===== config.mk =====
export PLATFORM = sky130hd
export DESIGN_NAME = clock_enable
export DESIGN_NICKNAME = d
export VERILOG_FILES = /design/src/rtl/clock_pkg.sv /design/src/rtl/clk_mod_counter.sv /design/src/rtl/clock_enable.sv
export SDC_FILE = /design/constraint.sdc
export NUM_CORES = 1
export LEC_CHECK = 0
export ABC_AREA = 0
export CAP_MARGIN = 20
export CORE_AREA = 2 2 39 41
export CTS_CLUSTER_DIAMETER = 60
export DETAILED_ROUTE_END_ITERATION = 6
export DIE_AREA = 0 0 41 43
export GPL_TIMING_DRIVEN = 0
export PLACE_DENSITY = 0.44
export SYNTH_ARGS = -nofsm -noshare
export SYNTH_HDL_FRONTEND = slang
export SYNTH_SLANG_ARGS = --single-unit

===== constraint.sdc =====
create_clock -name sysclk -period 1.09 [get_ports sysclk]
set_input_delay 0.218 -clock sysclk [delete_from_list [all_inputs] [get_ports sysclk]]
set_output_delay 0.218 -clock sysclk [all_outputs]
set_load 0.02 [all_outputs]

===== src/rtl/clock_pkg.sv =====
// Shared constants and helpers for the clock-enable generator.
`timescale 1ns/1ps
package clock_pkg;

    localparam int CLK_DIVISOR_DEFAULT = 8;

    // Counter width for a modulo-n counter; never narrower than one bit.
    function automatic int cnt_width(input int n);
        return (n <= 2) ? 1 : $clog2(n);
    endfunction

endpackage


===== src/rtl/clk_mod_counter.sv =====
// Modulo-N counter with enable; flags terminal count (N-1) and half count (N/2-1).
// Synchronous active-high reset; flags are combinational decodes of the count register.
`timescale 1ns/1ps
module clk_mod_counter
    import clock_pkg::*;
#(
    parameter int N  = CLK_DIVISOR_DEFAULT,
    parameter int CW = cnt_width(N)
)
(
    input  logic clk,
    input  logic rst,
    input  logic en,
    output logic tc,
    output logic hc
);

    localparam logic [CW-1:0] TC_VAL = CW'(N - 1);
    localparam logic [CW-1:0] HC_VAL = CW'(N / 2 - 1);

    logic [CW-1:0] cnt_q;
    logic [CW-1:0] cnt_d;

    always_comb begin
        cnt_d = cnt_q;
        if (en) begin
            cnt_d = (cnt_q == TC_VAL) ? '0 : cnt_q + CW'(1);
        end
    end

    always_ff @(posedge clk) begin
        if (rst) begin
            cnt_q <= '0;
        end else begin
            cnt_q <= cnt_d;
        end
    end

    assign tc = (cnt_q == TC_VAL);
    assign hc = (cnt_q == HC_VAL);

endmodule


===== src/rtl/clock_enable.sv =====
// Slow-rate qualifiers (clken, clken2, slowclk) from sysclk; all outputs registered, one cycle after the count decode.
// Optional CLOCKEN_HALT_EN adds a halt input that freezes the count and suppresses pulses.
`timescale 1ns/1ps
module clock_enable
    import clock_pkg::*;
#(
    parameter int DIVISOR = CLK_DIVISOR_DEFAULT
)
(
    input  logic sysclk,
    input  logic reset,
`ifdef CLOCKEN_HALT_EN
    input  logic halt,
`endif
    output logic clken,
    output logic clken2,
    output logic slowclk
);

    generate
        if (DIVISOR < 2 || (DIVISOR % 2) != 0) begin : g_bad_divisor
            $error("clock_enable: DIVISOR must be even and at least 2");
        end
    endgenerate

    logic run;
    logic tc;
    logic hc;

`ifdef CLOCKEN_HALT_EN
    assign run = ~halt;
`else
    assign run = 1'b1;
`endif

    clk_mod_counter #(.N(DIVISOR)) u_cnt (
        .clk (sysclk),
        .rst (reset),
        .en  (run),
        .tc  (tc),
        .hc  (hc)
    );

    logic clken_q,   clken_d;
    logic clken2_q,  clken2_d;
    logic slowclk_q, slowclk_d;

    // slowclk edges coincide with the pulse edges, so its duty is exactly half.
    always_comb begin
        clken_d   = run & tc;
        clken2_d  = run & hc;
        slowclk_d = slowclk_q;
        if (run && hc) begin
            slowclk_d = 1'b1;
        end else if (run && tc) begin
            slowclk_d = 1'b0;
        end
    end

    always_ff @(posedge sysclk) begin
        if (reset) begin
            clken_q   <= 1'b0;
            clken2_q  <= 1'b0;
            slowclk_q <= 1'b0;
        end else begin
            clken_q   <= clken_d;
            clken2_q  <= clken2_d;
            slowclk_q <= slowclk_d;
        end
    end

    assign clken   = clken_q;
    assign clken2  = clken2_q;
    assign slowclk = slowclk_q;

endmodule


==> results.sh <==
export IMPL_slowest_delay_ns=0.32
export IMPL_placementRows=14
export IMPL_layout_commonest_cell="dfxtp_1"
export IMPL_irDropWorstVdd_uv=686.0
export IMPL_hold_path_class="flop to flop"
export IMPL_syn_nets=22
export IMPL_fp_dieH_um=43
export IMPL_path_clk_slew_ns=0.05
export IMPL_cp_slowest_cell="dfxtp_1"
export IMPL_ios=5
export IMPL_cts_sinks=6
export IMPL_insertion_delay_ns=0.25
export IMPL_dpl_hpwl_um=208.5
export IMPL_critPathCaptureType="output pin"
export IMPL_diodes=0
export IMPL_die_w_um=41
export IMPL_crit_start="slowclk"
export IMPL_finalCriticalPeriod_ns=1.039
export IMPL_fin_util_pct=20.89
export IMPL_grt_overflow_total=0
export IMPL_synth_area_um2=212.7
export IMPL_p_int_mw=0.3737
export IMPL_power_switching_mw=0.1002
export IMPL_nets=31
export IMPL_routabilityCongestion=0.5325
export IMPL_crit_chain="clkdlybuf4s15_2"
export IMPL_grt_pass1_wl_um=489
export IMPL_grtUsageTotal_pct=5.433
export IMPL_initial_core_util_pct=15.37
export IMPL_clock_fmax_ghz=0.9623
export IMPL_ant_nets=0
export IMPL_path_class="flop to output pin"
export IMPL_core_area_mm2=0.001384
export IMPL_finalSetupViolCount=0
export IMPL_layout_common_cells="dfxtp_1, clkbuf_4, nor3_1, ha_1, clkbuf_2"
export IMPL_relSlewSlack_pct=83.83
export IMPL_r2r_cells=3
export IMPL_tightestPinTransition_ns=0.2418
export IMPL_grt_start_max_net_pins=7
export IMPL_crit_required_ns=0.87
export IMPL_powerDensity_mw_per_mm2=1639
export IMPL_areaGrowthSynthToFinish_pct=35.88
export IMPL_antenna_found_initial=0
export IMPL_endpoint="slowclk"
export IMPL_p_clk_share_pct=43.5
export IMPL_finClkSkew_ns=0.002427
export IMPL_slew_viol_final=0
export IMPL_drt_pass1_iter_count=4
export IMPL_worst_slack_ns=0.05083
export IMPL_ys_warn_count=0
export IMPL_cp_depth=1
export IMPL_seq_power_share_pct=49.8
export IMPL_cp_max_fo=2
export IMPL_cts_buffer_depth=2
export IMPL_comb_power_share_pct=6.7
export IMPL_htree_levels=1
export IMPL_power_share_switching_pct=21.14
export IMPL_via_per_inst=3.475
export IMPL_ys_types=9
export IMPL_dp_slack_ns=-0.03313
export IMPL_drt_wirelength_per_cell_um=7.625
export IMPL_remaining_drc_errors=0
export IMPL_clock_root_buffer="clkbuf_4"
export IMPL_rsz0062_at_grt="no"
export IMPL_crit_arrival_ns=0.82
export IMPL_worstReg2RegEnd="clken"
export IMPL_leakage_nw=0.1201
export IMPL_status="finished clean"
export IMPL_power_mw=0.4738
export IMPL_rr_startpoint="u_cnt.cnt_q[0]"
export IMPL_critPathLaunchType="flop"
export IMPL_critPathTopFamily="flip-flops"
export IMPL_path_buf_inv=1
export IMPL_drt_iter0_markers=1
export IMPL_seq_area_frac_synth_pct=56.47
export IMPL_vias=139
export IMPL_synth_seq_cells=6
export IMPL_holdPathStages=1
export IMPL_dieArea_mm2=0.001763
export IMPL_cts_tree="yes"
export IMPL_numPortBuffers=4
export IMPL_holdCritStartpoint="u_cnt.cnt_q[0]"
export IMPL_ctsHoldBuffers=0
export IMPL_finalCritPeriodShare_pct=95.34
export IMPL_syn_inst=17
export IMPL_grt_pass1_vias=131
export IMPL_rrSetupSlack_ns=0.05
export IMPL_hold_viol_final=0
export IMPL_cap_viol_max_count=0
export IMPL_routed_wl_um=305
export IMPL_syn_area_per_cell_um2=12.51
export IMPL_layout_drive_gt1_share_pct=37.50
export IMPL_cts_made_buffers=3
-- kinds of logic (layout without fill, tap and decap cells) --
kind of cell	Yosys count	in the layout	synth area share, %
and+or+nand+nor	6	6	19.41
DFF	6	6	56.47
buffers and inverters	1	8	1.763
muxes	1	1	4.706
adders and majority gates	3	3	17.65
-- metal layers --
metal | vias up | global-route usage [%] | share of wire (%)
li1 | 72 | - | -
met1 | 57 | 4.854 | 49
met2 | 8 | 4.688 | 32
met3 | 2 | 7.853 | 16
met4 | 0 | 6.000 | 2.6
met5 | - | 0 | 0
-- layout make-up --
cell class	count	area (um2)
fillers	147	1095
flip-flops and latches	6	120.1
multi-input cells	10	91.34
repair buffers	4	31.28
clock buffers	3	22.52
well taps	16	20.02
inverters	1	3.754
-- per-stage QoR --
step / std cells / hold slack, ns / TNS (ns) / area (um2)
2_1_floorplan: 17 / 0.2838 / 0 / 212.7
3_3_place_gp: 37 / 0.4154 / -0.05079 / 272.8
3_5_place_dp: 37 / 0.4302 / -0.04126 / 272.8
4_1_cts: 40 / 0.4365 / 0 / 296.5
5_1_grt: 40 / 0.4506 / 0 / 289.0
6_report: 40 / 0.4386 / 0 / 289.0
-- flip-flops by register name (all words and copies together), names as in the netlist --
signal and count:
clken 1, u_cnt.cnt_q 3, slowclk 1, clken2 1
-- how the worst min path moves through the flow --
stage | end | slack (ns)
CTS | u_cnt.cnt_q[0] | 0.44
global route | u_cnt.cnt_q[0] | 0.45
finish | u_cnt.cnt_q[0] | 0.44
floorplan | clken | 0.28
global placement | u_cnt.cnt_q[0] | 0.42
detailed placement | u_cnt.cnt_q[0] | 0.43
-- cells in the mapped netlist --
master   count  area, um2
mux2i_1      1      10.01
nor3_1       2      10.01
nor2b_2      1      8.760
nor2_1       1      3.750
nor3b_2      1      12.51
inv_1        1      3.750
dfxtp_1      6      120.1
nor2b_1      1      6.260
ha_1         3      37.54
-- power groups by stage --
stage                     clock [mW]  combinational, mW  sequential, mW
after floorplan                    0             0.0180           0.241
after global placement             0             0.0306           0.239
after detailed placement           0             0.0329           0.240
after CTS                      0.217             0.0323           0.236
after global routing           0.234             0.0361           0.236
final                          0.206             0.0319           0.236
-- timing repair --
action                                  in CTS  in global routing
endpoints found under the setup margin       3                  6
buffers inserted                             0                  0
gates resized for setup                      7                  3
(Power assumes the default switching activity.)
